==> config.mk <==
export PLATFORM = sky130hd
export DESIGN_NAME = bcd_countdown_timer_flat
export DESIGN_NICKNAME = d
export VERILOG_FILES = /design/src/rtl/bcd_countdown_timer_pkg.sv /design/src/rtl/bcd_countdown_timer_if.sv /design/src/rtl/bcd_countdown_timer_digit_dec.sv /design/src/rtl/bcd_countdown_timer.sv /design/src/flat_wrapper.sv
export SDC_FILE = /design/constraint.sdc
export NUM_CORES = 1
export LEC_CHECK = 0
export BUFFER_PORTS_ARGS = -buffer_cell sky130_fd_sc_hd__buf_4
export CORE_MARGIN = 2
export CORE_UTILIZATION = 55
export CTS_CLUSTER_DIAMETER = 30
export DETAILED_ROUTE_END_ITERATION = 12
export PLACE_DENSITY = 0.82
export RECOVER_POWER = 25
export SYNTH_ARGS = -nofsm -noshare
export SYNTH_HDL_FRONTEND = slang
export SYNTH_HIERARCHICAL = 1
export SYNTH_SLANG_ARGS = --single-unit
export TNS_END_PERCENT = 5
==> constraint.sdc <==
create_clock -name clk -period 5.5 [get_ports clk]
set_input_delay 0.275 -clock clk [delete_from_list [all_inputs] [get_ports clk]]
set_output_delay 0.275 -clock clk [all_outputs]
set_load 0.01 [all_outputs]
==> src/rtl/bcd_countdown_timer_pkg.sv <==
// Shared types for the MM:SS BCD countdown timer: digit type, FSM state
// encoding and the packed four-digit layout used on the display bus.
package bcd_timer_pkg;

  typedef logic [3:0] bcd_digit_t;

  typedef enum logic [1:0] {
    IDLE   = 2'd0,
    RUN    = 2'd1,
    PAUSED = 2'd2,
    DONE   = 2'd3
  } timer_state_t;

  localparam bcd_digit_t BCD_MAX = 4'd9;

  typedef struct packed {
    bcd_digit_t min_t;
    bcd_digit_t min_o;
    bcd_digit_t sec_t;
    bcd_digit_t sec_o;
  } bcd_time_t;

endpackage

==> src/rtl/bcd_countdown_timer_if.sv <==
// Command/status bundle between the timer and its controller: strobes in,
// BCD digits and status flags out.
interface bcd_countdown_timer_if;

  logic        tick_en;
  logic        load;
  logic [15:0] load_bcd;
  logic        start;
  logic        pause;
  logic        clear;
  logic [15:0] digits;
  logic        running;
  logic        expired;
  logic        done_pulse;
  logic        load_err;

  modport master (
    output tick_en, load, load_bcd, start, pause, clear,
    input  digits, running, expired, done_pulse, load_err
  );

  modport slave (
    input  tick_en, load, load_bcd, start, pause, clear,
    output digits, running, expired, done_pulse, load_err
  );

endinterface

==> src/rtl/bcd_countdown_timer_digit_dec.sv <==
// One stage of the BCD borrow chain: decrements a digit when a borrow comes
// in, wrapping to wrap_i and passing the borrow on when the digit is zero.
module bcd_digit_dec
  import bcd_timer_pkg::*;
(
  input  bcd_digit_t digit_i,
  input  logic       borrow_i,
  input  bcd_digit_t wrap_i,
  output bcd_digit_t digit_o,
  output logic       borrow_o
);

  always_comb begin
    digit_o  = digit_i;
    borrow_o = 1'b0;
    if (borrow_i) begin
      if (digit_i == 4'd0) begin
        digit_o  = wrap_i;
        borrow_o = 1'b1;
      end else begin
        digit_o = digit_i - 4'd1;
      end
    end
  end

endmodule

==> src/rtl/bcd_countdown_timer.sv <==
// MM:SS countdown timer stepped by a 1 Hz enable pulse. Optional macro
// BCD_TIMER_AUTO_RELOAD_EN reloads the last accepted load value on expiry.
module bcd_countdown_timer
  import bcd_timer_pkg::*;
#(
  parameter int unsigned MIN_TENS_MAX = 9,
  parameter int unsigned SEC_TENS_MAX = 5
) (
  input  logic                  clk,
  input  logic                  rst_n,
  bcd_countdown_timer_if.slave  bus
);

  localparam logic [1:0] ST_IDLE   = IDLE;
  localparam logic [1:0] ST_RUN    = RUN;
  localparam logic [1:0] ST_PAUSED = PAUSED;
  localparam logic [1:0] ST_DONE   = DONE;

  localparam bcd_digit_t MIN_T_MAX = bcd_digit_t'(MIN_TENS_MAX);
  localparam bcd_digit_t SEC_T_MAX = bcd_digit_t'(SEC_TENS_MAX);

  logic [1:0] state_q, state_d;
  bcd_time_t  digits_q, digits_d, dec_digits, load_val;
  logic       running_q, expired_q, done_q, done_d, lerr_q, lerr_d;
  logic       b_sec_o, b_sec_t, b_min_o, b_min_t;
  logic       count_nz, load_ok;

  assign load_val = bcd_time_t'(bus.load_bcd);

  function automatic logic load_valid(input bcd_time_t v);
    return (v.sec_o <= BCD_MAX) && (v.sec_t <= BCD_MAX) &&
           (v.min_o <= BCD_MAX) && (v.min_t <= BCD_MAX) &&
           (v.min_t <= MIN_T_MAX) && (v.sec_t <= SEC_T_MAX);
  endfunction

  assign load_ok = load_valid(load_val);

  bcd_digit_dec u_sec_o (.digit_i(digits_q.sec_o), .borrow_i(1'b1), .wrap_i(BCD_MAX),
                         .digit_o(dec_digits.sec_o), .borrow_o(b_sec_o));
  bcd_digit_dec u_sec_t (.digit_i(digits_q.sec_t), .borrow_i(b_sec_o), .wrap_i(SEC_T_MAX),
                         .digit_o(dec_digits.sec_t), .borrow_o(b_sec_t));
  bcd_digit_dec u_min_o (.digit_i(digits_q.min_o), .borrow_i(b_sec_t), .wrap_i(BCD_MAX),
                         .digit_o(dec_digits.min_o), .borrow_o(b_min_o));
  bcd_digit_dec u_min_t (.digit_i(digits_q.min_t), .borrow_i(b_min_o), .wrap_i(BCD_MAX),
                         .digit_o(dec_digits.min_t), .borrow_o(b_min_t));

  // A borrow escaping the top digit means the count was already 00:00.
  assign count_nz = ~b_min_t;

`ifdef BCD_TIMER_AUTO_RELOAD_EN
  bcd_time_t reload_q, reload_d;

  always_ff @(posedge clk or negedge rst_n) begin
    if (!rst_n) reload_q <= '0;
    else        reload_q <= reload_d;
  end
`endif

  always_comb begin
    state_d  = state_q;
    digits_d = digits_q;
    done_d   = 1'b0;
    lerr_d   = 1'b0;
`ifdef BCD_TIMER_AUTO_RELOAD_EN
    reload_d = reload_q;
`endif
    if (bus.clear) begin
      digits_d = '0;
      state_d  = ST_IDLE;
    end else if (bus.load && (state_q != ST_RUN)) begin
      if (load_ok) begin
        digits_d = load_val;
        state_d  = ST_IDLE;
`ifdef BCD_TIMER_AUTO_RELOAD_EN
        reload_d = load_val;
`endif
      end else begin
        lerr_d = 1'b1;
      end
    end else if (bus.start && count_nz &&
                 ((state_q == ST_IDLE) || (state_q == ST_PAUSED))) begin
      state_d = ST_RUN;
    end else if (bus.pause && (state_q == ST_RUN)) begin
      state_d = ST_PAUSED;
    end else if (bus.tick_en && (state_q == ST_RUN) && count_nz) begin
      digits_d = dec_digits;
      if (dec_digits == '0) begin
        done_d  = 1'b1;
`ifdef BCD_TIMER_AUTO_RELOAD_EN
        if (reload_q != '0) digits_d = reload_q;
        else                state_d  = ST_DONE;
`else
        state_d = ST_DONE;
`endif
      end
    end
  end

  always_ff @(posedge clk or negedge rst_n) begin
    if (!rst_n) begin
      state_q   <= ST_IDLE;
      digits_q  <= '0;
      running_q <= 1'b0;
      expired_q <= 1'b0;
      done_q    <= 1'b0;
      lerr_q    <= 1'b0;
    end else begin
      state_q   <= state_d;
      digits_q  <= digits_d;
      running_q <= (state_d == ST_RUN);
      expired_q <= (state_d == ST_DONE);
      done_q    <= done_d;
      lerr_q    <= lerr_d;
    end
  end

  assign bus.digits     = digits_q;
  assign bus.running    = running_q;
  assign bus.expired    = expired_q;
  assign bus.done_pulse = done_q;
  assign bus.load_err   = lerr_q;

endmodule

==> src/flat_wrapper.sv <==
// flat-port wrapper written by rule: the top's interface ports become plain ports
module bcd_countdown_timer_flat import bcd_timer_pkg::*;
#(
  parameter int unsigned MIN_TENS_MAX = 9,
  parameter int unsigned SEC_TENS_MAX = 5
)
  (clk, rst_n, bus_tick_en, bus_load, bus_load_bcd, bus_start, bus_pause, bus_clear, bus_digits, bus_running, bus_expired, bus_done_pulse, bus_load_err);
  bcd_countdown_timer_if bus_i ();
  input  logic clk;
  input  logic rst_n;
  input wire logic [$bits(bus_i.tick_en)-1:0] bus_tick_en;
  input wire logic [$bits(bus_i.load)-1:0] bus_load;
  input wire logic [$bits(bus_i.load_bcd)-1:0] bus_load_bcd;
  input wire logic [$bits(bus_i.start)-1:0] bus_start;
  input wire logic [$bits(bus_i.pause)-1:0] bus_pause;
  input wire logic [$bits(bus_i.clear)-1:0] bus_clear;
  output wire logic [$bits(bus_i.digits)-1:0] bus_digits;
  output wire logic [$bits(bus_i.running)-1:0] bus_running;
  output wire logic [$bits(bus_i.expired)-1:0] bus_expired;
  output wire logic [$bits(bus_i.done_pulse)-1:0] bus_done_pulse;
  output wire logic [$bits(bus_i.load_err)-1:0] bus_load_err;
  assign bus_i.tick_en = bus_tick_en;
  assign bus_i.load = bus_load;
  assign bus_i.load_bcd = bus_load_bcd;
  assign bus_i.start = bus_start;
  assign bus_i.pause = bus_pause;
  assign bus_i.clear = bus_clear;
  assign bus_digits = bus_i.digits;
  assign bus_running = bus_i.running;
  assign bus_expired = bus_i.expired;
  assign bus_done_pulse = bus_i.done_pulse;
  assign bus_load_err = bus_i.load_err;
  bcd_countdown_timer #(.MIN_TENS_MAX(MIN_TENS_MAX), .SEC_TENS_MAX(SEC_TENS_MAX)) u_core (.clk(clk), .rst_n(rst_n), .bus(bus_i));
endmodule
==> reports/qor.csv, run 1 <==
stage;metric;value;unit
outcome;status;complete, no violations;
clock_network;latest clock arrival within the worst-skew pair;310;ps
detailed_routing;DRT Pass-1 Iters;4;
sta;FMAX;283;MHz
sta;Final TNS setup;0;ps
logic_synthesis;Yosys reg bits;22;
detailed_routing;routed vias;1615;
die;Initial Util;0.579;
clock_network;Clock Sinks;22;
critical_path;Setup CP Type;register to register;
power_and_ir_drop;Pwr per Cell Area;304;nW/µm²
logic_synthesis;Synth cell types;43;
global_routing;gr ovfl total;0;
logic_synthesis;Mean Syn Cell Area;9.50;µm²
sta;Slew Limit Fails;0;
die;Ports;43;
global_routing;vias in the first global route;1491;
critical_path;Critical Path RT;5700;ps
placement;DP HPWL;3050;µm
critical_path;CP Max Fanout;16;
sta;clock skew;9.66;ps
clock_network;Clock Root Buffer;clkbuf_4;
detailed_routing;# DRC;0;
job;max-cap check violation count;0;
sta;final number of setup-violating endpoints;0;
critical_path;startpoint types;register;
finish;antenna cell count;0;
die;chip height;60.7;µm
finish;Finished Core Util;0.710;
sta;RSZ-0062 raised after global routing;false;
critical_path;CP max-delay cell;a22oi_2;
global_routing;GRT Overall Usage;0.233;
logic_synthesis;Synth area leader;dfrtp_1;
sta;fin crit share;0.642;
sta;final worst setup slack;1970;ps
detailed_routing;DRT iter0 DRCs;123;
critical_path;crit-path most repeated cell;and2_2;
critical_path;max incr delay on CP;670;ps
die;Die X;60.7;µm
logic_synthesis;synth top area cells;dfrtp_1 31%, mux2_2 10%, a22o_1 7.9%;
power_and_ir_drop;worst vdd ir;0.192;mV
clock_network;clk slew on worst S/H paths;110;ps
critical_path;Worst Setup End Kind;register;
detailed_routing;final WL;3980;µm
logic_synthesis;post-synthesis sequential area ratio;0.312;
sta;worst slew pin tran;1190;ps
die;# rows;20;
clock_network;CTS tree;done;
logic_synthesis;Synth Instances;186;
logic_synthesis;top cell type's share of synthesized area;0.312;
logic_synthesis;Synthesis Warnings;6;
global_routing;first-pass GRT wire length;6540;µm
power_and_ir_drop;static leakage;1.02;nW
finish;ratio of cells with drive above 1 in the final layout;0.329;
sta;Hold Vio Cnt, Final;0;
die;core area;3050;µm²
clock_network;total CTS buffers;3;
placement;pre-CTS WS;1970;ps
global_routing;largest net degree at the start of global routing;23;
finish;Area Growth Syn to Fin;22.7;%
critical_path;Arr. time, crit path;3730;ps
global_routing;antenna violations before repair;0;
finish;Layout Nets;269;
logic_synthesis;synthesized cell area;1770;µm²
finish;most frequent cells in the layout;42 x buf_4, 22 x dfrtp_1, 17 x conb_1, 16 x a22o_1, 16 x mux2_2;
placement;gpl congestion;0.836;
clock_network;CTS Buffer Depth;2;
clock_network;H-tree depth;1;
critical_path;critical path, cell by cell;inv_1 > ha_1 > nor3b_4 > and2_2 > and2_2 > and2_2 > and2_2 > nand4bb_1 > or2_2 > a22oi_2 > mux2_2;
sta;Final Critical Period;3530;ps
placement;PortBufs;42;
sta;slew margin rel.;0.210;
min_path;Min-Delay Path Class;input pin to register;
detailed_routing;mean number of vias per cell;5.69;
die;Die ar.;3680;µm²
finish;commonest non-fill, non-tap cell in the layout;buf_4;
detailed_routing;Detail Route Antenna Nets;0;
detailed_routing;DR WL/cell;14.0;µm
==> registers in the layout, summed over array words and instances, names as in the netlist <==
register,flops
u_core/bus.load_err,1
u_core/bus.running,1
u_core/bus.done_pulse,1
u_core/bus.digits,16
u_core/state_q,2
u_core/bus.expired,1
==> report_power, final <==
group / switching (mW) / internal [mW] / leakage (nW) / total [mW]
Clock: 0.0478 / 0.0256 / 0.0138 / 0.0734
Combinational: 0.168 / 0.185 / 0.715 / 0.353
Sequential: 0.0447 / 0.187 / 0.294 / 0.232
Total: 0.260 / 0.398 / 1.02 / 0.658
==> metrics by stage <==
stage / power [mW] / instance area [µm²] / hold WS, ps / instances
final: 0.658 / 2170 / 254 / 284
after global routing: 0.710 / 2170 / 243 / 284
after CTS: 0.661 / 2170 / 235 / 284
after detailed placement: 0.586 / 2140 / 179 / 280
after global placement: 0.578 / 2140 / 178 / 280
after floorplan: 0.486 / 1820 / -20.6 / 201
==> synthesized netlist by cell type <==
cell	n
and2b_2	4
o21ai_0	7
mux2_2	16
nor2_1	6
or3b_1	4
a22o_2	1
dfrtp_1	22
or3_1	1
a22o_1	16
o211ai_1	4
nor3_2	1
nor3b_1	1
nand2b_1	6
buf_2	2
buf_6	4
nand4bb_1	1
clkbuf_1	1
nor3b_4	4
and3_1	4
nand3_1	4
mux2i_1	4
a21oi_1	9
and2_2	4
a221oi_1	1
o221ai_1	4
a32oi_1	1
a31oi_1	1
inv_1	10
nand2_1	11
nor2b_1	1
o211a_1	1
a21oi_2	1
nor4_1	2
buf_4	1
nand4_1	1
o21ba_1	1
conb_1	2
ha_1	4
or2_2	1
or4_1	2
nor3_1	13
and2_1	1
a22oi_2	1
==> worst max-delay path, delay by kind of cell (launching register included) <==
kind	cells	cell delay, ps
AO/OA/AOI/OAI	1	670
adder cells (fa/ha/maj)	1	240
buffers and inverters	1	80
flip-flops	1	420
multiplexers	1	420
AND/OR/NAND/NOR	7	1610
==> layer usage <==
layer	vias up	GRT usage	share of wire	routed length, µm
li1	793	-	-	-
met1	781	0.311	0.46	1830
met2	39	0.399	0.50	2000
met3	2	0.0235	0.033	131
met4	0	0.0776	0.0053	21
met5	-	0	0	0
==> cell families after synthesis <==
group / after synthesis / synth area share
AOI/OAI and AO/OA: 48 / 0.204
adders and majority gates: 4 / 0.0283
DFF: 22 / 0.312
other: 2 / 0.00425
and+or+nand+nor: 72 / 0.268
buffers and inverters: 18 / 0.0588
muxes: 20 / 0.125
==> repair_timing <==
action / CTS / global route
hold buffers: 1 / 0
buffers inserted: 0 / 0
hold endpoints to repair: 22 / 0
gates resized for setup: 0 / 0
==> final timing paths <==
check / from / to / slack (ps) / depth (start not counted)
min in group asynchronous: rst_n / u_core/bus.digits[6]$_DFFE_PN0P_ / 730 / 2
max in group asynchronous: rst_n / u_core/bus.digits[7]$_DFFE_PN0P_ / 4070 / 2
setup reg to reg: u_core/bus.digits[0]$_DFFE_PN0P_ / u_core/bus.digits[2]$_DFFE_PN0P_ / 1970 / 11
setup / recovery: u_core/bus.digits[0]$_DFFE_PN0P_ / u_core/bus.digits[2]$_DFFE_PN0P_ / 1970 / 11
hold reg to reg: u_core/bus.digits[1]$_DFFE_PN0P_ / u_core/bus.digits[1]$_DFFE_PN0P_ / 570 / 1
hold / removal: bus_pause / u_core/bus.done_pulse$_DFF_PN0_ / 250 / 4
==> layout make-up <==
| type | count | area, µm² |
|---|---|---|
| clock buffers | 3 | 22.5 |
| fillers | 270 | 885 |
| inverters | 10 | 37.5 |
| multi-input cells | 161 | 1170 |
| flip-flops and latches | 22 | 551 |
| well taps | 44 | 55.1 |
| repair buffers | 44 | 329 |
(Power assumes the default switching activity.)
==> inputs of run 2 (changes only) <==
--- a/config.mk
+++ b/config.mk
@@ -7,10 +7,10 @@
 export LEC_CHECK = 0
 export BUFFER_PORTS_ARGS = -buffer_cell sky130_fd_sc_hd__buf_4
 export CORE_MARGIN = 2
-export CORE_UTILIZATION = 55
+export CORE_UTILIZATION = 54
 export CTS_CLUSTER_DIAMETER = 30
 export DETAILED_ROUTE_END_ITERATION = 12
-export PLACE_DENSITY = 0.82
+export PLACE_DENSITY = 0.81
 export RECOVER_POWER = 25
 export SYNTH_ARGS = -nofsm -noshare
 export SYNTH_HDL_FRONTEND = slang
==> constraint.sdc (replaced) <==
create_clock -name clk -period 3.7 [get_ports clk]
set_input_delay 0.185 -clock clk [delete_from_list [all_inputs] [get_ports clk]]
set_output_delay 0.185 -clock clk [all_outputs]
set_load 0.01 [all_outputs]
==> run 2 against run 1 <==
  * Combinational power grew 50%
  * Maximum frequency rose by 2.7%
  * Routed wire length is 3.6% higher
  * Core utilization rose by 0.93 points
  * Cell area is 2.1% higher
  * Critical endpoint is now u_core/bus.running$_DFF_PN0_
  * Via count fell by 0.56%
  * Setup slack got worse by 1700 ps
  * Worst hold slack lost 110 ps
  * Sequential cell count is the same
  * Highest routed layer unchanged
  * Clock-buffer cell count unchanged
==> reports/qor.csv, run 2 (synthesis results as in run 1) <==
stage;metric;value;unit;change
die;Die ar.;3750;µm²;+1.7%
global_routing;antenna violations before repair;0;;unchanged
critical_path;CP Max Fanout;10;;-6
critical_path;crit-path most repeated cell;and2_2;;
detailed_routing;routed vias;1606;;-0.56%
detailed_routing;Detail Route Antenna Nets;0;;unchanged
finish;ratio of cells with drive above 1 in the final layout;0.337;;+0.00828
critical_path;Worst Setup End Kind;register;;
clock_network;Clock Root Buffer;clkbuf_4;;
power_and_ir_drop;worst vdd ir;0.224;mV;+17%
critical_path;Critical Path RT;3920;ps;-1780 ps
finish;register area;551;µm²;unchanged
critical_path;CP max-delay cell;or4_1;;
outcome;status;complete, no violations;;
global_routing;gr ovfl total;0;;unchanged
sta;clock skew;1.24;ps;-8.42 ps
detailed_routing;DR WL/cell;14.4;µm;+2.5%
detailed_routing;DRT iter0 DRCs;88;;-28%
sta;Final TNS setup;0;ps;unchanged
global_routing;met2 usage in global routing;0.407;;+0.00791
placement;DP HPWL;3110;µm;+2.1%
global_routing;first-pass GRT wire length;6510;µm;-0.54%
placement;dpl cells;282;;+0.71%
detailed_routing;final WL;4120;µm;+3.6%
clock_network;latest clock arrival within the worst-skew pair;320;ps;about the same
die;chip height;61.2;µm;+0.87%
die;Ports;43;;unchanged
clock_network;Clock Sinks;22;;unchanged
global_routing;GR peak layer;met2;;
die;Initial Util;0.574;;-0.00470
critical_path;Setup CP Type;register to register;;
sta;Hold Vio Cnt, Final;0;;unchanged
critical_path;max incr delay on CP;470;ps;-200 ps
placement;PortBufs;42;;unchanged
placement;gpl congestion;0.941;;+13%
finish;most frequent cells in the layout;44 x buf_4, 22 x dfrtp_1, 17 x conb_1, 16 x a22o_1, 16 x mux2_2;;
finish;max reg flops;16;;unchanged
sta;FMAX;291;MHz;+2.7%
sta;slew margin rel.;0.179;;-0.0308
detailed_routing;mean number of vias per cell;5.60;;-1.6%
clock_network;setup bufs post-CTS;0;;unchanged
global_routing;vias in the first global route;1441;;-3.4%
sta;Slew Limit Fails;0;;unchanged
clock_network;clk slew on worst S/H paths;130;ps;+20 ps
clock_network;total CTS buffers;3;;unchanged
finish;Layout Nets;271;;+0.74%
global_routing;met3 Use GR;0.0462;;+0.0228
die;core area;3080;µm²;+0.82%
critical_path;CP bufs+invs;1;;unchanged
sta;final number of setup-violating endpoints;0;;unchanged
sta;RSZ-0062 raised after global routing;false;;
critical_path;Arr. time, crit path;3660;ps;-70 ps
clock_network;CTS Buffer Depth;2;;unchanged
critical_path;cell family with most CP delay;simple AND/OR/NAND/NOR gates;;
sta;final worst setup slack;261;ps;-1710 ps
critical_path;startpoint types;register;;
finish;commonest non-fill, non-tap cell in the layout;buf_4;;
detailed_routing;DRT Pass-1 Iters;4;;unchanged
sta;fin crit share;0.929;;+0.288
job;max-cap check violation count;0;;unchanged
finish;Multi-input gate area;1170;µm²;+0.11%
die;# rows;20;;unchanged
sta;worst slew pin tran;1230;ps;+46.2 ps
critical_path;critical path, cell by cell;inv_1 > ha_1 > nor3b_4 > and2_2 > and2_2 > and2_4 > and3_1 > nor3_1 > or4_1 > or3_1 > o211a_1 > o21ba_1;;
clock_network;H-tree depth;1;;unchanged
finish;Area Growth Syn to Fin;25.4;%;
clock_network;CTS tree;done;;
finish;filler cell count;256;;-5.2%
min_path;Min-Delay Path Class;input pin to register;;
finish;antenna cell count;0;;unchanged
global_routing;met1 Track Usage GR;0.308;;-0.00326
global_routing;largest net degree at the start of global routing;23;;unchanged
die;Die X;61.2;µm;+0.87%
sta;Final Critical Period;3440;ps;-91.6 ps
placement;pre-CTS WS;261;ps;-1710 ps
detailed_routing;# DRC;0;;unchanged
finish;final cell count without fillers;287;;+1.1%
global_routing;GRT Overall Usage;0.235;;+0.00181
power_and_ir_drop;Pwr per Cell Area;481;nW/µm²;+59%
power_and_ir_drop;static leakage;1.05;nW;+2.4%
-- run 2: per-layer routing --
| layer | share of wire | vias up |
|---|---|---|
| met1 | 0.45 | 757 |
| met4 | 0.0065 | 0 |
| li1 | - | 800 |
| met3 | 0.047 | 4 |
| met2 | 0.50 | 45 |
| met5 | 0 | - |
-- run 2: final timing paths --
path / startpoint / end / slack, ps / cells after the start
max: u_core/bus.digits[0]$_DFFE_PN0P_ / u_core/bus.running$_DFF_PN0_ / 260 / 12
min: bus_clear / u_core/bus.done_pulse$_DFF_PN0_ / 150 / 4
max reg2reg: u_core/bus.digits[0]$_DFFE_PN0P_ / u_core/bus.running$_DFF_PN0_ / 260 / 12
min reg2reg: u_core/bus.digits[1]$_DFFE_PN0P_ / u_core/bus.digits[1]$_DFFE_PN0P_ / 600 / 1
max in group asynchronous: rst_n / u_core/bus.digits[10]$_DFFE_PN0P_ / 2350 / 2
min in group asynchronous: rst_n / u_core/state_q[0]$_DFF_PN0_ / 630 / 2
-- run 2: what timing repair did --
action | 4_1_cts | 5_1_grt
gates resized for setup | 0 | 1
endpoints found under the setup margin | 0 | 1
hold buffers | 1 | 0
hold endpoints to repair | 22 | 0
-- run 2: power by group --
part           total [mW]  internal, mW  switching (mW)  leakage, nW
clock network       0.191         0.110          0.0819       0.0279
registers           0.345         0.278          0.0663        0.294
logic               0.530         0.278           0.252        0.725
-- run 2: worst reg2reg max path, stage by stage (launching register included) --
cell	delay, ps
dfrtp_1	440
inv_1	90
ha_1	220
nor3b_4	270
and2_2	270
and2_2	260
and2_4	230
and3_1	150
nor3_1	50
or4_1	470
or3_1	420
o211a_1	280
o21ba_1	200
-- run 2: metrics by stage --
stage | total power, mW | utilization | hold slack [ps] | area [µm²]
after floorplan | 0.722 | - | -111 | 1820
after global placement | 0.862 | 0.700 | 98.0 | 2150
after detailed placement | 0.869 | 0.700 | 95.9 | 2150
after CTS | 1.07 | 0.720 | 125 | 2220
after global routing | 1.14 | 0.720 | 150 | 2210
final | 1.07 | 0.720 | 145 | 2210
-- run 2: area by class of cell --
cell class | instances | share of cell area
multi-input combinational | 161 | 0.531
sequential | 22 | 0.249
timing repair buffer | 46 | 0.155
tap | 44 | 0.0249
inverter | 10 | 0.0169
clock inverter | 1 | 0.0136
clock buffer | 3 | 0.0102
==> inputs of run 3 (changes only) <==
--- a/config.mk
+++ b/config.mk
@@ -6,6 +6,7 @@
 export NUM_CORES = 1
 export LEC_CHECK = 0
 export BUFFER_PORTS_ARGS = -buffer_cell sky130_fd_sc_hd__buf_4
+export CORE_ASPECT_RATIO = 0.5
 export CORE_MARGIN = 2
 export CORE_UTILIZATION = 54
 export CTS_CLUSTER_DIAMETER = 30
==> run 3 against run 2 <==
  * Worst hold slack improved by 65 ps
  * Combinational power increased by 1%
  * Clock power increased by 20%
  * Die area increased by 0.73%
  * Routed wire length increased by 3.8%
  * Clock skew about the same
  * Maximum frequency about the same
  * Global-route usage increased by 1.8 points
  * Cell area increased by 0.28%
  * Critical path type unchanged
  * Critical endpoint unchanged
  * Largest cell class unchanged
  * Highest routed layer is now met3
==> reports/qor.csv, run 3 (synthesis results as in run 1) <==
stage;metric;value;unit;change
outcome;status;complete, no violations;;
clock_network;total CTS buffers;3;;unchanged
finish;filler cell count;251;;-2.0%
min_path;hold path cells;4;;unchanged
sta;Slew Limit Fails;0;;unchanged
power_and_ir_drop;share of power burned in registers;0.311;;-0.012
power_and_ir_drop;static leakage;1.05;nW;+0.33%
detailed_routing;# DRC;0;;unchanged
power_and_ir_drop;switching pwr;0.411;mW;+2.7%
detailed_routing;routed vias;1639;;+2.1%
global_routing;antenna violations before repair;0;;unchanged
sta;Final TNS setup;0;ps;unchanged
die;Die X;84.9;µm;+39%
detailed_routing;DRT Pass-1 Iters;4;;unchanged
global_routing;first-pass GRT wire length;7490;µm;+15%
placement;gpl congestion;0.813;;-14%
min_path;Min-Delay Path Class;input pin to register;;
global_routing;gr ovfl total;0;;unchanged
finish;commonest non-fill, non-tap cell in the layout;buf_4;;
critical_path;Setup CP Type;register to register;;
global_routing;largest net degree at the start of global routing;23;;unchanged
clock_network;Clock Root Buffer;clkbuf_8;;
finish;Area Growth Syn to Fin;25.7;%;
critical_path;Worst Reg-to-Reg Cells;12;;unchanged
placement;PortBufs;42;;unchanged
sta;hold slack final;210;ps;+65.0 ps
detailed_routing;final WL;4280;µm;+3.8%
sta;clock skew;1.49;ps;+0.251 ps
die;# rows;14;;-30%
critical_path;max incr delay on CP;450;ps;-20 ps
power_and_ir_drop;Comb pwr share;0.482;;-0.015
finish;ratio of cells with drive above 1 in the final layout;0.335;;-0.00274
sta;final number of setup-violating endpoints;0;;unchanged
sta;RSZ-0062 raised after global routing;false;;
die;chip height;44.4;µm;-27%
clock_network;latest clock arrival within the worst-skew pair;270;ps;-50 ps
finish;max reg flops;16;;unchanged
clock_network;clk slew on worst S/H paths;90;ps;-40 ps
finish;Multi-input gate area;1170;µm²;unchanged
clock_network;CTS tree;done;;
sta;Final Critical Period;3440;ps;-2.25 ps
critical_path;critical path, cell by cell;inv_1 > ha_1 > nor3b_4 > and2_4 > and2_2 > and2_2 > and3_1 > nor3_1 > or4_1 > or3_1 > o211a_1 > o21ba_1;;
sta;FMAX;291;MHz;about the same
power_and_ir_drop;Clk pwr share;0.207;;+0.027
power_and_ir_drop;internal power;0.701;mW;+5.1%
finish;register area;551;µm²;unchanged
critical_path;cell family with most CP delay;simple AND/OR/NAND/NOR gates;;
sta;fin crit share;0.929;;about the same
die;Die ar.;3770;µm²;+0.73%
critical_path;CP bufs+invs;1;;unchanged
clock_network;H-tree depth;1;;unchanged
critical_path;cell count along the critical path;12;;unchanged
placement;pre-CTS WS;263;ps;+2.45 ps
global_routing;vias in the first global route;1541;;+6.9%
power_and_ir_drop;Pwr per Cell Area;500;nW/µm²;+3.9%
detailed_routing;DRT iter0 DRCs;63;;-28%
detailed_routing;DR WL/cell;15.2;µm;+5.6%
critical_path;Arr. time, crit path;3600;ps;-60 ps
sta;slew margin rel.;0.166;;-0.0123
critical_path;startpoint types;register;;
die;Ports;43;;unchanged
sta;worst slew pin tran;1250;ps;+18.5 ps
detailed_routing;Detail Route Antenna Nets;0;;unchanged
critical_path;CP Max Fanout;10;;unchanged
sta;final worst setup slack;264;ps;+2.25 ps
clock_network;Clock Sinks;22;;unchanged
power_and_ir_drop;switching share of power;0.370;;-0.00543
global_routing;GRT Overall Usage;0.254;;+0.0184
finish;most frequent cells in the layout;43 x buf_4, 22 x dfrtp_1, 17 x conb_1, 16 x a22o_1, 16 x mux2_2;;
die;Initial Util;0.576;;+0.00234
critical_path;Critical Path RT;3860;ps;-60 ps
critical_path;Worst R2R Setup Slack;260;ps;about the same
die;core area;3070;µm²;-0.41%
sta;Hold Vio Cnt, Final;0;;unchanged
job;max-cap check violation count;0;;unchanged
detailed_routing;mean number of vias per cell;5.81;;+3.9%
placement;DP HPWL;3150;µm;+1.1%
critical_path;Worst Setup End Kind;register;;
power_and_ir_drop;worst vdd ir;0.270;mV;+20%
finish;antenna cell count;0;;unchanged
clock_network;CTS Buffer Depth;2;;unchanged
critical_path;CP max-delay cell;or4_1;;
critical_path;crit-path most repeated cell;and2_2;;
finish;Layout Nets;270;;-0.37%
[run 3: changes by cell type in the layout (fill, tap and decap cells not counted)]
cell / delta
buf_4: -1
clkbuf_4: -3
clkbuf_8: +3
[run 3: path summary, 6_finish.rpt]
path	start	to
min	bus_pause	u_core/bus.done_pulse$_DFF_PN0_
min in group asynchronous	rst_n	u_core/state_q[0]$_DFF_PN0_
max reg2reg	u_core/bus.digits[0]$_DFFE_PN0P_	u_core/bus.running$_DFF_PN0_
max	u_core/bus.digits[0]$_DFFE_PN0P_	u_core/bus.running$_DFF_PN0_
min reg2reg	u_core/bus.digits[13]$_DFFE_PN0P_	u_core/bus.digits[13]$_DFFE_PN0P_
max in group asynchronous	rst_n	u_core/bus.digits[4]$_DFFE_PN0P_
[run 3: cell type report]
| cell class | instances | area share |
|---|---|---|
| sequential | 22 | 0.248 |
| tap | 40 | 0.0225 |
| multi-input combinational | 161 | 0.529 |
| timing repair buffer | 45 | 0.152 |
| inverter | 10 | 0.0169 |
| clock buffer | 3 | 0.0186 |
| clock inverter | 1 | 0.0135 |
[run 3: power groups by stage]
stage                     sequential, mW  clock, mW  combinational (mW)
after detailed placement           0.350          0               0.522
after CTS                          0.345      0.235               0.528
after global routing               0.355      0.246               0.591
final                              0.346      0.230               0.536
after global placement             0.345          0               0.509
after floorplan                    0.354          0               0.369
[run 3: worst reg2reg max path, delay by kind of cell, from the launching register on]
family,cells,cell delay [ps]
flops,1,430
buf+inv,1,100
fa+ha+maj,1,230
compound gates,2,450
simple gates,8,2130
[run 3: metal layers]
metal | vias to the layer above | share of wire | GRT usage
met4 | 0 | 0 | 0.0508
met1 | 791 | 0.46 | 0.357
met3 | 0 | 0.044 | 0.0410
met2 | 49 | 0.50 | 0.424
met5 | - | 0 | 0
li1 | 799 | - | -
[run 3: timing repair]
action                                  in CTS  in global routing
setup buffers                                0                  0
endpoints found under the setup margin       0                  1
hold endpoints to repair                    22                  0
hold buffers                                 1                  0
resized for setup                            0                  1
[run 3: stage by stage]
stage,util,instance area (µm²),std cells,total power [mW]
after CTS,0.725,2220,282,1.11
after global routing,0.724,2220,282,1.19
after global placement,0.699,2140,277,0.854
final,0.724,2220,282,1.11
after detailed placement,0.699,2140,277,0.871
after floorplan,-,1820,201,0.722
